$ cat src/rtl/axis_uart_tx.sv
// AXI-Stream byte input to 8N1 UART transmitter with a small FIFO.
// Frames go out back to back; o_pkt_done marks the end of each tlast byte's frame.
module axis_uart_tx #(
  parameter int CLK_FREQ  = 50000000,
  parameter int BAUD_RATE = 57600,
  parameter int FIFO_AW   = 4
) (
  input  logic       i_clk,
  input  logic       i_rst,
  input  logic [7:0] i_tdata,
  input  logic       i_tlast,
  input  logic       i_tvalid,
  output logic       o_tready,
  output logic       o_uart_tx,
  output logic       o_busy,
  output logic       o_pkt_done
);

  localparam int DIV   = CLK_FREQ / BAUD_RATE;
  localparam int DEPTH = 1 << FIFO_AW;
  localparam int BW    = (DIV < 2) ? 1 : $clog2(DIV);
  localparam int CW    = FIFO_AW + 1;

  if (DIV < 2) begin : g_div_err
    $error("axis_uart_tx: CLK_FREQ/BAUD_RATE must be at least 2");
  end

  typedef enum logic [1:0] {IDLE, START, DATA, STOP} state_e;

  state_e               state_q, state_d;
  logic [BW-1:0]        baud_q, baud_d;
  logic [2:0]           bit_q, bit_d;
  logic [7:0]           shift_q, shift_d;
  logic                 last_q, last_d;
  logic                 tx_q, tx_d;
  logic                 done_q, done_d;
  logic                 rdy_q;
  logic [FIFO_AW-1:0]   wr_q, wr_d, rd_q, rd_d;
  logic [CW-1:0]        cnt_q, cnt_d;
  logic [8:0]           mem_q [DEPTH];
  logic                 full, empty, push, pop, baud_end;
  logic [8:0]           head;

  // rdy_q holds tready low through reset and releases it on the first edge after.
  assign full       = (cnt_q == CW'(DEPTH));
  assign empty      = (cnt_q == '0);
  assign o_tready   = rdy_q & ~full & ~i_rst;
  assign push       = i_tvalid & o_tready;
  assign head       = mem_q[rd_q];
  assign baud_end   = (baud_q == BW'(DIV - 1));
  assign o_uart_tx  = tx_q;
  assign o_busy     = ~i_rst & ((state_q != IDLE) | ~empty);
  assign o_pkt_done = done_q & ~i_rst;

  always_comb begin
    wr_d  = wr_q + FIFO_AW'(push);
    rd_d  = rd_q + FIFO_AW'(pop);
    cnt_d = cnt_q + CW'(push) - CW'(pop);
  end

  always_comb begin
    state_d = state_q;
    baud_d  = baud_q;
    bit_d   = bit_q;
    shift_d = shift_q;
    last_d  = last_q;
    done_d  = 1'b0;
    pop     = 1'b0;
    case (state_q)
      IDLE: begin
        baud_d = '0;
        if (!empty) begin
          pop     = 1'b1;
          shift_d = head[7:0];
          last_d  = head[8];
          state_d = START;
        end
      end
      START: begin
        if (baud_end) begin
          baud_d  = '0;
          bit_d   = '0;
          state_d = DATA;
        end else begin
          baud_d = baud_q + BW'(1);
        end
      end
      DATA: begin
        if (baud_end) begin
          baud_d  = '0;
          shift_d = {1'b0, shift_q[7:1]};
          bit_d   = bit_q + 3'd1;
          if (bit_q == 3'd7) state_d = STOP;
        end else begin
          baud_d = baud_q + BW'(1);
        end
      end
      STOP: begin
        if (baud_end) begin
          baud_d = '0;
          done_d = last_q;
          // Chain straight into the next start bit so frames have no idle gap.
          if (!empty) begin
            pop     = 1'b1;
            shift_d = head[7:0];
            last_d  = head[8];
            state_d = START;
          end else begin
            state_d = IDLE;
          end
        end else begin
          baud_d = baud_q + BW'(1);
        end
      end
      default: state_d = IDLE;
    endcase
  end

  // Line level follows the state one cycle later, from a flop, so it never glitches.
  always_comb begin
    tx_d = 1'b1;
    if (state_q == START)     tx_d = 1'b0;
    else if (state_q == DATA) tx_d = shift_q[0];
  end

  always_ff @(posedge i_clk) begin
    if (i_rst) begin
      state_q <= IDLE;
      baud_q  <= '0;
      bit_q   <= '0;
      shift_q <= '0;
      last_q  <= 1'b0;
      tx_q    <= 1'b1;
      done_q  <= 1'b0;
      rdy_q   <= 1'b0;
      wr_q    <= '0;
      rd_q    <= '0;
      cnt_q   <= '0;
    end else begin
      state_q <= state_d;
      baud_q  <= baud_d;
      bit_q   <= bit_d;
      shift_q <= shift_d;
      last_q  <= last_d;
      tx_q    <= tx_d;
      done_q  <= done_d;
      rdy_q   <= 1'b1;
      wr_q    <= wr_d;
      rd_q    <= rd_d;
      cnt_q   <= cnt_d;
    end
  end

  always_ff @(posedge i_clk) begin
    if (push) mem_q[wr_q] <= {i_tlast, i_tdata};
  end

endmodule

$ cat config.mk
export PLATFORM = sky130hd
export DESIGN_NAME = axis_uart_tx
export DESIGN_NICKNAME = d
export VERILOG_FILES = /design/src/rtl/axis_uart_tx.sv
export SDC_FILE = /design/constraint.sdc
export NUM_CORES = 1
export LEC_CHECK = 0
export ABC_AREA = 1
export BUFFER_PORTS_ARGS = -buffer_cell sky130_fd_sc_hd__buf_2
export CORE_AREA = 10 10 156 115
export CTS_BUF_LIST = sky130_fd_sc_hd__clkbuf_16
export DETAILED_ROUTE_END_ITERATION = 16
export DIE_AREA = 0 0 166 125
export PLACE_DENSITY = 0.73
export SLEW_MARGIN = 20
export SYNTH_ARGS = -nofsm -noshare
export SYNTH_HDL_FRONTEND = slang
export SYNTH_SLANG_ARGS = --single-unit
$ cat constraint.sdc
create_clock -name i_clk -period 2.4 [get_ports i_clk]
set_input_delay 0.48 -clock i_clk [delete_from_list [all_inputs] [get_ports i_clk]]
set_output_delay 0.48 -clock i_clk [all_outputs]
set_load 0.05 [all_outputs]
# Word-level counts from Yosys, hierarchy flattened
# Memory sizes are Yosys's and may differ from the RTL's. A register that Yosys moved wholly into a read port is not among the register bits.
# Cells that the tools add are included.
# W data, S select, Z words.
# word_totals
reg_bits	40
ramBits	144
input_bits	12
output_inout_bits	4
memories	1
# memory_table
name	depth	width	rd	rd_clocked_by_memory_dff	write_ports	line_no	rtl
mem_q	16	9	1	1	1	40	logic [8:0] mem_q [DEPTH];
# classes
addsub	6
eq_ne	11
muxes	28
bitwise_logic	11
reduce_logical	12
# ops
operator	n
$mux W8	3
$pmux W8 S3	1
$pmux W10 S2	1
$add A10 B1 Y10 const B	1
$eq A10 B10 Y1 const B	1
$mux W1	10
$mux W10	1
$mux W2	5
$ne A2 B2 Y1 const B	5
$add A4 B1 Y4	2
$pmux W2 S4	1
$mux W3	2
$pmux W3 S2	1
$reduce_and A3 Y1	2
$reduce_bool A2 Y1	3
$reduce_or A3 Y1	2
$add A5 B1 Y5	1
$and A1 B1 Y1	5
$eq A5 B5 Y1 const B	1
$logic_not A5 Y1	1
$not A1 Y1	5
$reduce_and A5 Y1	1
$sub A5 B1 Y5	1
$eq A2 B2 Y1 const B	2
other kinds (9)	10

# Depth between registers and ports, before layout
# logic_depth
depth_word	7
depth_mapped	16

# Worst setup path after synthesis
# OpenSTA, ideal clock, no wires.
# synth_timing
path_type	reg-to-reg
start	register cnt_q[2]
end	register cnt_q[4]
setup_ns	0.070
arrival_time_ns	2.431
path_slack_ns	-0.101
path_stages_with_launch	16
n_path_buf	0
period_less_slack_ns	2.501
path_cell_list	dfxtp_1 -> inv_1 -> ha_1 -> nand3_1 -> nand3_1 -> inv_1 -> nand2_1 -> inv_1 -> nand2_1 -> nand2_1 -> ha_1 -> inv_1 -> fa_1 -> o31ai_1 -> o21ai_0 -> a21oi_1
# synth_via
elab_chain_cells	7
word_cells_on_any_way	11
cone_classes	add/sub (2); eq/ne (1); mux (3); bitwise (4); reduce/logical (1)
# synth_lines
item	line_no	rtl
start, declared	39	logic [CW-1:0] cnt_q, cnt_d;
start signal, assigned	150	cnt_q <= cnt_d;
$eq A5 B5 Y1	45	assign full = (cnt_q == CW'(DEPTH));
$not A1 Y1	47	assign o_tready = rdy_q & ~full & ~i_rst;
$and A1 B1 Y1 (2 in a row)	47	
net o_tready	13	output logic o_tready,
$and A1 B1 Y1	48	assign push = i_tvalid & o_tready;
$add A5 B1 Y5	58	cnt_d = cnt_q + CW'(push) - CW'(pop);
$sub A5 B1 Y5	58	
# The timed path passes the listed nets, and every way through them passes these cells.
# A chain may end at the register's enable or synchronous reset.

# Final worst setup path
# layout_timing
start	register baud_q[1]
end	register cnt_q[4]
# layout_via
elab_chain_cells	4
# layout_lines
item	line_no	rtl
start, declared	31	logic [BW-1:0] baud_q, baud_d;
start signal, assigned	141	baud_q <= baud_d;
$eq A10 B10 Y1	50	assign baud_end = (baud_q == BW'(DIV - 1));
$mux W1	99	if (baud_end) begin
$pmux W1 S2	69	case (state_q)
$sub A5 B1 Y5	58	
# Every way passes these cells.

==> metrics.md <==
| Metric | Value |
|---|---|
| Run status | completed |
| Slew at the pin with the worst max-slew slack | roughly 0.50 ns |
| Fraction of final layout cells sized beyond drive strength 1 | 0.152 |
| 1st-iter DRT viols | around 500 |
| Num rows | 38 |
| Detail-routed net length per standard cell | between 15 and 20 um |
| Critical path peak fanout | 3 |
| Nature of the critical path startpoint | register |
| Proportion of netlist area held by the largest area contributor | 0.537 |
| Synthesized-area fraction occupied by xor and xnor cells | 0.00326 |
| Fill cells | approximately 1.2k |
| Drc violations | 0 |
| Horizontal die dimension | between 150 and 200 um |
| Clock buffer count from CTS | 17 |
| Y dimension of the die | between 100 and 150 um |
| Number of antenna repair diodes | 0 |
| Clock transition time at the flip-flop clock pins of the worst setup and hold paths | approximately 0.060 ns |
| Area after DPL | 0.00849 sq mm |
| Max rail drop VDD | around 0.0006 V |
| Final net count | about 890 |
| Power density over the cells | between 1000 and 1500 mW/mm^2 |
| Ports placed on the boundary | 16 |
| Yosys top cell by area | edfxtp_1 |
| Post-synthesis instance area | roughly 0.0081 sq mm |
| Number of vias per cell | 5.11 |
| Antenna violations before repair | 0 |
| H-tree depth reported by CTS | 4 |
| Effective utilization at floorplan | 0.535 |
| Nets in the synthesized netlist | 847 |
| Worst Setup SP | baud_q[1] |
| Type of the worst min-delay path | input port to register |
| Data arrival time of the critical path | 2.64 ns |
| Static leakage | approximately 3.7 nW |
| Max cap viols | 0 |
| Number of distinct standard cells referenced by the synthesized netlist | 39 |
| Maximum buffer depth of the clock tree | 2 |
| Nature of the critical path endpoint | register |
| Worst relative slew slack | 0.664 |
| Startpoint of the tightest hold check path | i_rst |
| Number of global-route vias before repair | 4,951 |
| Min setup slack post-route | 0.112 ns |
| Setup violators final | 0 |
| Fraction of the yosys area taken by sequential cells | 0.636 |
| Req. time, crit path | about 2.8 ns |
| Setup repair after global routing missed its margin | yes |
| Final Hold Fails | 0 |
| Final Cell Area | 0.00921 sq mm |
| Clock tree from TritonCTS | yes |
| Post-synthesis cell count | between 800 and 900 |
| Pre-CTS worst setup slack | -0.00919 ns |
| Largest net degree at the start of global routing | 90 |
| Die Area | roughly 0.021 sq mm |
| Synthesized-area fraction occupied by and/or/nand/nor cells | 0.230 |
| Startpoint of the worst register-to-register path | baud_q[1] |
| Register bit total from synthesis | approximately 180 |
| Synth warnings | 0 |
| Clock Root Buffer | clkbuf_16 |
| Fraction of the core area covered by cells at the end of the flow | 0.611 |
| Worst-case clock skew | between 0.006 and 0.007 ns |
| Compound-Gate Fraction of Synth Area | 0.0429 |
| Total half-perimeter wirelength after legalization and detailed placement | around 10,000 um |
| RD Place Congestion | ~0.8 |
| FMAX | around 0.44 GHz |
| Max Transition Viols Final | 0 |
| Relative area change from synthesis to final layout | 14.3% |
| Sequential standard cell area | around 0.0051 sq mm |
| Insertion delay to the later sink of the worst-skew pair | 0.42 ns |
| Crit Path Class | register to register |
| Final Routed Wirelength | 16,900 um |
| Crit share post-route | 0.953 |
| Mean post-synth cell area | just under 10 sq um |
| Worst hold slack | approximately 0.44 ns |
| Number of synthesized flops with an enable pin | about 140 |
| Dominant combinational cell family by area after synthesis | simple AND/OR/NAND/NOR gates |
| Area used by multi-input combinational logic | between 0.002 and 0.003 sq mm |
| Core region area | roughly 0.015 sq mm |
| Post-layout minimum cycle time | between 2 and 2.5 ns |
| Synth async-reset ratio | 0 |
| Most used flip-flop cell after synthesis | edfxtp_1 |
| Global Route Usage Sum | 0.158 |
| Global route total overflow | 0 |
| Number of optimization iterations in the first detailed-route pass | 6 |
| Routed vias | 5,487 |
| Wire length of the first global-routing pass | approximately 26,000 um |
| Adder and majority gate portion of the synthesized area | 0.0289 |
| Clock Sink Count | 184 |
| Most area-consuming cells after synthesis | edfxtp_1 (54%), nand2_1 (10%), dfxtp_1 (9.9%) |
| Power, Total | 0.00949 W |
| Multiplexer area fraction after synthesis | 0 |
| Port Buffers | 15 |
| Number of nets with antenna violations after routing | 0 |
==> flip-flops by register name, summed over array words and instances, names as in the netlist <==
register   cells
rdy_q          1
bit_q          3
state_q        2
done_q         1
shift_q        8
wr_q           4
rd_q           4
o_uart_tx      1
baud_q        10
cnt_q          5
mem_q        144
last_q         1
==> Yosys cell counts (all sizes together) (2+ instances only) <==
library cell / instances
or2: 3
nand3: 71
dfxtp: 40
buf: 24
nand2: 227
nor3: 3
o21ai: 27
nand4: 2
edfxtp: 144
clkbuf: 5
inv: 75
ha: 17
xnor2: 2
clkinv: 2
o211ai: 3
a21oi: 28
nor2: 135
==> path summary, 6_finish.rpt <==
path,endpoint,slack [ns],cells after the start
worst min-delay path,rdy_q,0.44,3
worst min register to register,bit_q[1],0.47,2
worst max register to register,cnt_q[4],0.11,15
worst max-delay path,cnt_q[4],0.11,15
==> power by group <==
group	internal [W]	total [W]	switching, W	leakage [nW]
sequential	0.00361	0.00374	0.000126	1.63
clock	0.00160	0.00272	0.00112	0.286
combinational	0.00107	0.00304	0.00197	1.78
total	0.00628	0.00949	0.00321	3.69
==> worst max-delay path: stages (launching register included) <==
cell	delay (ns)
dfxtp_2	0.35
ha_4	0.15
nand2_4	0.05
nor2_4	0.15
nand3_2	0.10
nand2_2	0.12
nand2_4	0.07
nor2_4	0.09
inv_2	0.05
nand2_2	0.07
ha_4	0.13
inv_2	0.04
fa_2	0.39
o31ai_4	0.26
o21ai_1	0.09
a21oi_1	0.10
==> stage by stage <==
stage	instances	TNS [ns]
after floorplan	817	0
after global placement	1036	0
after detailed placement	1036	-0.00919
after CTS	1068	0
after global routing	1074	-0.0689
final	1074	0
==> repair_timing <==
action / CTS / global route
hold buffers: 0 / 0
cloned: 0 / 0
pin swaps: 0 / 12
buffers inserted: 0 / 6
resized for setup: 1 / 30
endpoints found under the setup margin: 1 / 2
==> placed cells by master (no fill, tap or decap), types with 3 or more instances in the layout <==
master     instances
a21oi_1           26
buf_2             15
buf_4             37
bufinv_16          3
clkbuf_16         17
clkinv_1           6
clkinv_2           3
dfxtp_1           32
dfxtp_2            8
edfxtp_1         144
ha_1              14
ha_4               3
inv_1             66
inv_2             10
nand2_1          220
nand2_2            3
nand2_4            4
nand3_1           64
nand3_2            7
nor2_1           125
nor2_2             6
nor2_4             4
o211ai_1           3
o21ai_0           15
o21ai_1           11
==> cell families after synthesis <==
group	count (synthesis)
simple gates	444
flops	184
buf+inv	106
compound gates	62
fa+ha+maj	18
xor+xnor	3
==> cell type report <==
| cell class | instances | area share |
|---|---|---|
| timing repair buffer | 54 | 0.0427 |
| inverter | 77 | 0.0321 |
| sequential | 184 | 0.558 |
| tap | 200 | 0.0272 |
| clock buffer | 17 | 0.0462 |
| clock inverter | 15 | 0.0156 |
| multi-input combinational | 527 | 0.278 |
==> per-layer routing <==
metal,share of wire,up-vias,GRT usage,wire (um)
met1,0.46,2551,0.218,7790
met5,0,-,0,0
met2,0.46,152,0.244,7820
li1,-,2770,-,-
met4,0.0089,0,0.0411,151
met3,0.066,14,0.0410,1110
(Power assumes the default switching activity.)
